[src/rtl/imm_pkg.sv]
// Shared immediate-format encodings for the decode/execute boundary.
// Format selects are 3-bit codes carried with each instruction word.
package imm_pkg;

    localparam int unsigned IMMSRC_W = 3;

    localparam logic [IMMSRC_W-1:0] IMM_I     = 3'b000;
    localparam logic [IMMSRC_W-1:0] IMM_S     = 3'b001;
    localparam logic [IMMSRC_W-1:0] IMM_B     = 3'b010;
    localparam logic [IMMSRC_W-1:0] IMM_J     = 3'b011;
    localparam logic [IMMSRC_W-1:0] IMM_U     = 3'b100;
    localparam logic [IMMSRC_W-1:0] IMM_SHAMT = 3'b101;
    localparam logic [IMMSRC_W-1:0] IMM_ZIMM  = 3'b110;

endpackage

[src/rtl/imm_decode.sv]
// Combinational immediate extraction: instruction word + format select -> XLEN immediate.
// Unknown format selects produce zero with err raised.
module imm_decode
    import imm_pkg::*;
#(
    parameter int unsigned XLEN = 32
) (
    input  logic [31:0]          inst,
    input  logic [IMMSRC_W-1:0]  immsrc,
    output logic [XLEN-1:0]      imm,
    output logic                 err
);

    logic [31:0] word;
    logic        sext;

    // Every format fits in 32 bits; only the final widening decides sign vs zero fill.
    always_comb begin
        word = '0;
        sext = 1'b1;
        err  = 1'b0;
        case (immsrc)
            IMM_I:     word = {{20{inst[31]}}, inst[31:20]};
            IMM_S:     word = {{20{inst[31]}}, inst[31:25], inst[11:7]};
            IMM_B:     word = {{19{inst[31]}}, inst[31], inst[7], inst[30:25], inst[11:8], 1'b0};
            IMM_J:     word = {{11{inst[31]}}, inst[31], inst[19:12], inst[20], inst[30:21], 1'b0};
            IMM_U:     word = {inst[31:12], 12'b0};
            IMM_SHAMT: begin
                sext = 1'b0;
                word = (XLEN == 64) ? {26'b0, inst[25:20]} : {27'b0, inst[24:20]};
            end
            IMM_ZIMM:  begin
                sext = 1'b0;
                word = {27'b0, inst[19:15]};
            end
            default:   begin
                sext = 1'b0;
                err  = 1'b1;
            end
        endcase
    end

    always_comb begin
        if (sext) imm = XLEN'($signed(word));
        else      imm = XLEN'(word);
    end

endmodule

[src/rtl/imm_gen_pipe.sv]
// Registered immediate generator with tag sideband, 2-entry skid buffer and flush.
// out_* is driven directly by the main register; the skid catches accepts while main is stalled.
module imm_gen_pipe
    import imm_pkg::*;
#(
    parameter int unsigned XLEN    = 32,
    parameter int unsigned TAG_W   = 32,
    parameter bit          SKID_EN = 1'b1
) (
    input  logic                 clk,
    input  logic                 rst,
    input  logic                 flush,
    input  logic                 in_valid,
    output logic                 in_ready,
    input  logic [31:0]          in_inst,
    input  logic [IMMSRC_W-1:0]  in_immsrc,
    input  logic [TAG_W-1:0]     in_tag,
    output logic                 out_valid,
    input  logic                 out_ready,
    output logic [XLEN-1:0]      out_imm,
    output logic [TAG_W-1:0]     out_tag,
    output logic                 out_err
);

    logic [XLEN-1:0]  dec_imm;
    logic             dec_err;

    logic             m_valid, s_valid, rdy_q;
    logic [XLEN-1:0]  m_imm, s_imm;
    logic [TAG_W-1:0] m_tag, s_tag;
    logic             m_err, s_err;

    logic             nx_m_valid, nx_s_valid, nx_rdy;
    logic [XLEN-1:0]  nx_m_imm, nx_s_imm;
    logic [TAG_W-1:0] nx_m_tag, nx_s_tag;
    logic             nx_m_err, nx_s_err;

    logic             accept, drain, main_free;

    imm_decode #(.XLEN(XLEN)) u_decode (
        .inst   (in_inst),
        .immsrc (in_immsrc),
        .imm    (dec_imm),
        .err    (dec_err)
    );

    // Without the skid, readiness must look through to out_ready; rdy_q still masks the reset window.
    assign in_ready  = SKID_EN ? rdy_q : (rdy_q & (out_ready | ~m_valid));
    assign accept    = in_valid & in_ready & ~flush;
    assign drain     = m_valid & out_ready;
    assign main_free = ~m_valid | drain;

    always_comb begin
        nx_m_valid = m_valid;
        nx_m_imm   = m_imm;
        nx_m_tag   = m_tag;
        nx_m_err   = m_err;
        nx_s_valid = s_valid;
        nx_s_imm   = s_imm;
        nx_s_tag   = s_tag;
        nx_s_err   = s_err;
        if (flush) begin
            nx_m_valid = 1'b0;
            nx_s_valid = 1'b0;
        end else if (main_free) begin
            if (s_valid) begin
                nx_m_valid = 1'b1;
                nx_m_imm   = s_imm;
                nx_m_tag   = s_tag;
                nx_m_err   = s_err;
                nx_s_valid = accept;
                if (accept) begin
                    nx_s_imm = dec_imm;
                    nx_s_tag = in_tag;
                    nx_s_err = dec_err;
                end
            end else begin
                nx_m_valid = accept;
                if (accept) begin
                    nx_m_imm = dec_imm;
                    nx_m_tag = in_tag;
                    nx_m_err = dec_err;
                end
            end
        end else if (accept && SKID_EN) begin
            nx_s_valid = 1'b1;
            nx_s_imm   = dec_imm;
            nx_s_tag   = in_tag;
            nx_s_err   = dec_err;
        end
        nx_rdy = SKID_EN ? ~nx_s_valid : 1'b1;
    end

    always_ff @(posedge clk or posedge rst) begin
        if (rst) begin
            m_valid <= 1'b0;
            m_imm   <= '0;
            m_tag   <= '0;
            m_err   <= 1'b0;
            s_valid <= 1'b0;
            s_imm   <= '0;
            s_tag   <= '0;
            s_err   <= 1'b0;
            rdy_q   <= 1'b0;
        end else begin
            m_valid <= nx_m_valid;
            m_imm   <= nx_m_imm;
            m_tag   <= nx_m_tag;
            m_err   <= nx_m_err;
            s_valid <= nx_s_valid;
            s_imm   <= nx_s_imm;
            s_tag   <= nx_s_tag;
            s_err   <= nx_s_err;
            rdy_q   <= nx_rdy;
        end
    end

    assign out_valid = m_valid;
    assign out_imm   = m_imm;
    assign out_tag   = m_tag;
    assign out_err   = m_err;

endmodule

[config.mk]
export PLATFORM = sky130hd
export DESIGN_NAME = imm_gen_pipe
export DESIGN_NICKNAME = d
export VERILOG_FILES = /design/src/rtl/imm_pkg.sv /design/src/rtl/imm_decode.sv /design/src/rtl/imm_gen_pipe.sv
export SDC_FILE = /design/constraint.sdc
export NUM_CORES = 1
export LEC_CHECK = 0
export ABC_AREA = 1
export BUFFER_PORTS_ARGS = -buffer_cell sky130_fd_sc_hd__buf_4
export CAP_MARGIN = 0
export CORE_MARGIN = 2
export CORE_UTILIZATION = 54
export DETAILED_ROUTE_END_ITERATION = 16
export PLACE_DENSITY = 0.8
export SLEW_MARGIN = 20
export SYNTH_ARGS = -nofsm -noshare
export SYNTH_HDL_FRONTEND = slang
export SYNTH_SLANG_ARGS = --single-unit
[constraint.sdc]
create_clock -name clk -period 5.99 [get_ports clk]
set_input_delay 1.198 -clock clk [delete_from_list [all_inputs] [get_ports clk]]
set_output_delay 1.198 -clock clk [all_outputs]
set_load 0.01 [all_outputs]
# Word-level counts from Yosys, hierarchy flattened
# Cells that the tools add are included.
word_totals:
  reg_bits: 133
  in_bits: 72
  out_inout_bits: 67
  word_cells: 53
op_classes:
  eq_ne: 7
  mux: 24
  n_bitwise: 7
  reduce_logical: 6
op_table:
  columns: ["operator", "count"]
  rows:
  - ["2-to-1 mux 32 bit", 10]
  - ["case mux 32 bit (7 select lines)", 1]
  - ["2-to-1 mux 1 bit", 13]
  - ["equality test 3 bit, second input constant", 3]
  - ["OR reduction 7 bit", 1]
  - ["equality test 3 x 2 -> 1 bit, second input constant", 2]
  - ["nonzero test 2 bit", 2]
  - ["AND 1 bit", 3]
  - ["equality test 3 x 1 -> 1 bit, second input constant", 1]
  - ["zero test 3 bit", 1]
  - ["inverter 1 bit", 3]
  - ["AND reduction 3 bit", 1]
  - ["!= test 2 bit, second input constant", 1]
  - ["AND reduction 2 bit", 1]
  - ["OR 1 bit", 1]

# Logic depth before layout (Yosys ltp)
# Gate-level depths: netlist (run 1).
logic_depth:
  ltp_word: 6
  depth_mapped: 9
  depth_no_buf: 9

# Modules after synthesis
# Synthesis (run 1) repeated with hierarchy kept, for this count alone.
hier_totals:
  cells_unflattened: 896
  area_unflattened_um2: 6535.0
by_module_without_submodules:
  columns: ["module", "n_inst", "cells_per_inst", "area_each_um2", "seq_area_each_um2"]
  rows:
  - ["imm_gen_pipe", 1, 790, 6028.3, 3328.2]
  - ["imm_decode", 1, 106, 506.7, 0.0]

# Worst setup path before layout (run 1)
# No wires, ideal clock.
synth_path:
  path_type: "in2reg"
  from: "input in_immsrc[1]"
  to: "register m_imm[12], in the netlist out_imm[12]"
  setup_ps: 123
  arrival_time_ps: 2012
  required_time_ps: 5867
  slack_ps: 3855
  path_stages: 9
  cell_sequence: "buf_2 -> nand2_2 -> inv_1 -> nand2_1 -> nand2_2 -> nand2_1 -> nand2_1 -> o21ai_0 -> nand2_1"
synth_via:
  elab_chain_len: 4
  word_cells_on_any_way: 10
  cone_classes: "eq/ne (6); mux (3); reduce/logical (1)"
synth_lines:
  columns: ["element", "line", "source"]
  rows:
  - ["start: declaration", "imm_gen_pipe.sv:16", "input logic [IMMSRC_W-1:0] in_immsrc,"]
  - ["equality test 3 bit (tied with other cells)", "imm_decode.sv:22", "case (immsrc)"]
  - ["case mux 32 bit (7 select lines) (*)", "imm_decode.sv:22", null]
  - ["2-to-1 mux 32 bit (*)", "imm_gen_pipe.sv:79", "if (accept) begin"]
  - ["2-to-1 mux 32 bit (*)", "imm_gen_pipe.sv:66", "if (s_valid) begin"]
  - ["end signal: assignment", "imm_gen_pipe.sv:107", "m_imm <= nx_m_imm;"]
  - ["end: declaration", "imm_gen_pipe.sv:29", "logic [XLEN-1:0] m_imm, s_imm;"]
# Every way passes the cells marked *; elsewhere a longest branch is shown, timed or not. The select of a mux whose other input is x is not followed.
# A chain may end at the register's enable or synchronous reset.

# Final worst setup path (run 1)
layout_path:
  from: "input in_valid"
  to: "register m_err, in the netlist out_err"
layout_via:
  elab_chain_len: 4
layout_lines:
  columns: ["element", "line", "source"]
  rows:
  - ["start: declaration", "imm_gen_pipe.sv:13", "input logic in_valid,"]
  - ["AND 1 bit (2 in series)", "imm_gen_pipe.sv:49", "assign accept = in_valid & in_ready & ~flush;"]
  - ["nonzero test 2 bit (no source line)", null, null]
  - ["AND reduction 3 bit (no source line)", null, null]
  - ["end signal: assignment", "imm_gen_pipe.sv:109", "m_err <= nx_m_err;"]
  - ["end: declaration", "imm_gen_pipe.sv:31", "logic m_err, s_err;"]
# Every way passes these cells.

==> flow_summary_export.csv, run 1 <==
group,metric,value,unit
timing,fmax,392,MHz
timing,finalSetupViolations,0,
logic_synthesis,syn_area,6030,sq um
clocking,cts_resized,0,
global_route,grt_pass1_vias,5216,
min_path,hold_class,"register to register",
logic_synthesis,post-synth-top-area-fraction,55.2,%
logic_synthesis,synth_edf_count,0,
floorplan,coreArea,10900,sq um
layout,finalNonFillerCells,1016,
global_route,overflow,0,
global_route,grt_max_degree,119,
clocking,cts_tree,"yes",
place,portBuffers,131,
floorplan,initial_core_util,55.4,%
place,finalWeightedCongestion,0.796,
floorplan,std_cell_rows,38,
clocking,numCtsBuffers,17,
logic_synthesis,synth-seq-cells,133,
clocking,htreeDepth,4,
global_route,grt_use_total,26.0,%
power,powerDensity,365,nW/um^2
layout,syn_to_final_growth,25.0,%
timing,fin_crit_sh,42.6,%
logic_synthesis,post_synth_num_cell_types,22,
logic_synthesis,yosysMostFrequentCell,"nand2_1",
timing,rsz0062_at_grt,"no",
setup_path,worstSetupPathType,"input pin to register",
layout,fin_nets,937,
layout,diodes,0,
detailed_routing,wl_per_cell,14.5,um
detailed_routing,avgViaCountPerCell,5.35,
clocking,clkTransAtPathRegs,0.06,ns
logic_synthesis,synthFlopType,"dfrtp_1",
place,post-dp-hpwl,9360,um
layout,final_cell_area,7530,sq um
detailed_routing,ant_nets,0,
setup_path,critPathSlowestCell,"inv_1",
layout,final_core_util,69.2,%
setup_path,crit_required,6.43,ns
outcome,status,"completed",
timing,relSlewSlack,39.7,%
setup_path,path_max_fanout,118,
clocking,cts-root-buf,"clkbuf_8",
setup_path,startpoint_type,"input pin",
power,peakVddDrop,0.169,mV
logic_synthesis,synthTopCellsByArea,"dfrtp_1 (55%), nand2_1 (16%), o21ai_0 (12%)",
layout,drive_above_1_share,19.6,%
setup_path,path_buf_inv,3,
timing,period_minus_slack,2.55,ns
timing,worstMarginPinSlew,0.904,ns
logic_synthesis,syn_avg_cell_area,7.98,sq um
timing,hold_violations,0,
logic_synthesis,netlist_instances,755,
clocking,holdBufCountCts,0,
setup_path,crit_chain,"buf_4, inv_1, o21ai_1, nand2_8, inv_1, o21ai_0, o21ai_0",
logic_synthesis,yosysTopAreaCell,"dfrtp_1",
setup_path,cp_top_family,"buffers and inverters",
place,place_area,7000,sq um
setup_path,cp_data_arrival_time,2.99,ns
setup_path,worst_setup_path_end_kind,"register",
logic_synthesis,yosys_warnings,0,
global_route,antenna_found_initial,0,
clocking,clock_latency,0.52,ns
place,place_inst,986,
power,power_leakage,0.00407,uW
timing,timing_max_transition_violations_final,0,
power,finalPower,2750,uW
setup_path,max_stage_delay,0.56,ns
global_route,grt_pass1_wl,24300,um
floorplan,io_pins,139,
detailed_routing,drc,0,
logic_synthesis,async_flop_share,100,%
logic_synthesis,syn-num-nets,827,
detailed_routing,vias,5432,
floorplan,die_h,110,um
timing,clock_skew,0.00664,ns
floorplan,dieArea,12000,sq um
flow_run,cap_violations,0,
clocking,cts.path.max_buffers,2,
logic_synthesis,ys_seq_area_share,55.2,%
logic_synthesis,synth_top_cells_by_count,"nand2_1 (259), o21ai_0 (139), dfrtp_1 (133), inv_1 (72), a21oi_1 (36)",
clocking,cts.sinks,133,
detailed_routing,drt-initial-drc-count,463,
floorplan,die_w,110,um
detailed_routing,first_pass_iters,7,
clocking,postCtsSetupBuffers,0,
detailed_routing,routed_wirelength,14700,um
timing,finalSetupTns,0,ns
worst reg2reg max path: stages, from the launching register on:
cell and delay, ns:
dfrtp_1 0.39, inv_2 0.06, buf_4 0.62, o21ai_1 0.18, nand2_2 0.13, buf_4 0.60
o21ai_0 0.27
sequential cells by signal, summed over array words and instances, names as in the netlist:
name and flops:
out_err 1, in_ready 1, s_err 1, out_valid 1
s_valid 1, s_tag 32, out_tag 32, s_imm 32
out_imm 32
where the power goes:
group	total (uW)	switching, uW	internal, uW
Clock	936	361	576
Combinational	567	312	255
Sequential	1250	120	1130
routing by layer:
metal	part of all wire (%)	wire (um)	track usage [%]	vias to the layer above
met1	41	6050	33.5	2574
met5	0	0	0	-
met2	50	7360	42.4	211
met3	7.2	1060	6.76	25
li1	-	-	-	2622
met4	1.8	268	9.49	0
through the flow:
stage               setup slack [ns]  hold WS, ns
detailed placement              2.61        0.468
global route                    3.27        0.507
finish                          3.44        0.480
floorplan                       1.24        0.448
CTS                             3.08        0.482
global placement                2.71        0.460
path summary, 6_finish.rpt:
check,slack (ns),cells past startpoint,start,endpoint
max in group asynchronous,3.77,3,rst,s_imm[10]
max reg2reg,3.56,6,s_valid,s_valid
min reg2reg,0.48,2,out_tag[29],out_tag[29]
min,0.48,2,out_tag[29],out_tag[29]
max,3.44,7,in_valid,out_err
min in group asynchronous,0.82,2,rst,s_tag[28]
cell usage in the layout (no fill, tap or decap):
master and n:
nand3_1 17, clkbuf_8 4, dfrtp_1 133, nand2_8 1, inv_4 1, inv_2 3, nor2_1 27, bufinv_16 1
o21ai_2 1, clkbuf_1 5, nand2_1 259, clkinv_2 4, clkbuf_16 16, inv_1 71, o211ai_1 2, o2111ai_1 1
nand2_2 4, nand3_2 1, buf_4 135, nor3_1 1, nor2_4 1, nand4_1 5, a21oi_1 36, o21ai_0 139
o21ai_1 8
logic make-up after synthesis:
group                  share of synthesized area, %
buffers and inverters                          8.35
DFF                                            55.2
AOI/OAI and AO/OA                              15.7
and+or+nand+nor                                20.7
area by class of cell:
cell class	instances	area, sq um
Tap cell	140	175
Multi-Input combinational cell	503	2210
Sequential cell	133	3330
Fill cell	895	3350
Clock buffer	25	474
Inverter	75	284
Clock inverter	5	50.0
Timing Repair Buffer	135	1010
(Power assumes the default switching activity.)
==> inputs of run 2 (changes only) <==
- clock period: 5.99 -> 2.5 ns (I/O delays scaled with it)
==> flow_summary_export.csv, run 2 (synthesized netlist as in run 1, its figures left out) <==
group,metric,value,unit
setup_path,worstSetupPathType,"register to register",
clocking,cts_resized,0,
layout,drive_above_1_share,20.5,%
layout,diodes,0,
timing,finalSetupTns,0,ns
clocking,cts.path.max_buffers,2,
min_path,hold_class,"input pin to async pin",
power,power_leakage,0.00413,uW
timing,finalSetupViolations,0,
setup_path,cp_data_arrival_time,2.25,ns
clocking,cts-root-buf,"clkbuf_8",
clocking,clkTransAtPathRegs,0.06,ns
layout,finalNonFillerCells,1021,
detailed_routing,routed_wirelength,14700,um
place,finalWeightedCongestion,0.881,
clocking,cts.sinks,133,
flow_run,cap_violations,0,
timing,fmax,556,MHz
detailed_routing,vias,5431,
detailed_routing,ant_nets,0,
timing,fin_crit_sh,71.9,%
layout,syn_to_final_growth,27.5,%
timing,relSlewSlack,46.9,%
layout,final_cell_mix,"nand2_1 (259), o21ai_0 (139), buf_4 (137), dfrtp_1 (133), inv_1 (71)",
power,powerDensity,920,nW/um^2
layout,fin_nets,940,
outcome,status,"completed",
place,place_area,7040,sq um
place,place_inst,989,
floorplan,std_cell_rows,38,
layout,final_core_util,70.6,%
floorplan,io_pins,139,
setup_path,worst_setup_path_end_kind,"register",
global_route,overflow,0,
layout,layout_commonest_cell,"nand2_1",
global_route,grt_max_degree,134,
timing,timing_max_transition_violations_final,0,
setup_path,path_max_fanout,27,
clocking,holdBufCountCts,0,
detailed_routing,wl_per_cell,14.4,um
clocking,clock_latency,0.53,ns
floorplan,coreArea,10900,sq um
timing,holdWs,0.130,ns
setup_path,crit_required,2.95,ns
floorplan,dieArea,12000,sq um
detailed_routing,drc,0,
detailed_routing,drt-initial-drc-count,426,
clocking,postCtsSetupBuffers,0,
place,portBuffers,131,
global_route,grt_use_total,25.9,%
floorplan,initial_core_util,55.4,%
timing,period_minus_slack,1.80,ns
layout,final_cell_area,7680,sq um
timing,rsz0062_at_grt,"no",
clocking,numCtsBuffers,17,
timing,worstMarginPinSlew,0.795,ns
global_route,grt_pass1_wl,24000,um
global_route,grt_pass1_vias,5202,
timing,hold_violations,0,
timing,clock_skew,0.00530,ns
clocking,htreeDepth,4,
power,peakVddDrop,0.518,mV
place,post-dp-hpwl,9170,um
detailed_routing,first_pass_iters,8,
floorplan,die_h,110,um
setup_path,startpoint_type,"register",
detailed_routing,avgViaCountPerCell,5.32,
global_route,antenna_found_initial,0,
clocking,cts_tree,"yes",
floorplan,die_w,110,um
==> run 2: critical path, stage by stage, from the launching register on <==
cell	delay, ns
dfrtp_1	0.41
inv_1	0.08
nor2_1	0.05
nor2_1	0.17
nand2_4	0.21
inv_1	0.46
o21ai_0	0.17
o21ai_0	0.17
==> run 2: layout make-up <==
type,count,area [sq um]
flip-flops and latches,133,3330
repair buffers,138,1050
clock buffers,20,445
multi-input cells,503,2200
fillers,820,3200
well taps,140,175
clock inverters,12,200
inverters,75,285
==> run 2: metrics by stage <==
step / setup slack (ns) / total power (uW)
CTS: 0.717 / 7110
detailed placement: 0.574 / 4370
global placement: 0.639 / 4290
floorplan: 0.349 / 3720
finish: 0.702 / 7070
global route: 0.554 / 7440
==> run 2: final timing paths <==
check,slack (ns),cells after the start,start,to
max,0.70,7,out_valid,out_err
min,0.13,3,rst,out_tag[31]
max reg2reg,0.70,7,out_valid,out_err
min reg2reg,0.48,2,out_imm[1],out_imm[1]
max in group asynchronous,1.78,3,rst,out_tag[1]
min in group clk,0.25,3,in_tag[4],s_tag[4]
==> run 2: metal layers <==
metal / share of wire, % / track usage [%] / vias to the layer above
met3: 7.6 / 7.47 / 36
met5: 0 / 0 / -
met1: 41 / 32.6 / 2557
li1: - / - / 2625
met2: 49 / 42.0 / 213
met4: 2.6 / 10.5 / 0
==> run 2: report_power, final <==
group	internal (uW)	switching [uW]	total (uW)
sequential	2700	281	2980
clock	1770	946	2720
combinational	616	752	1370
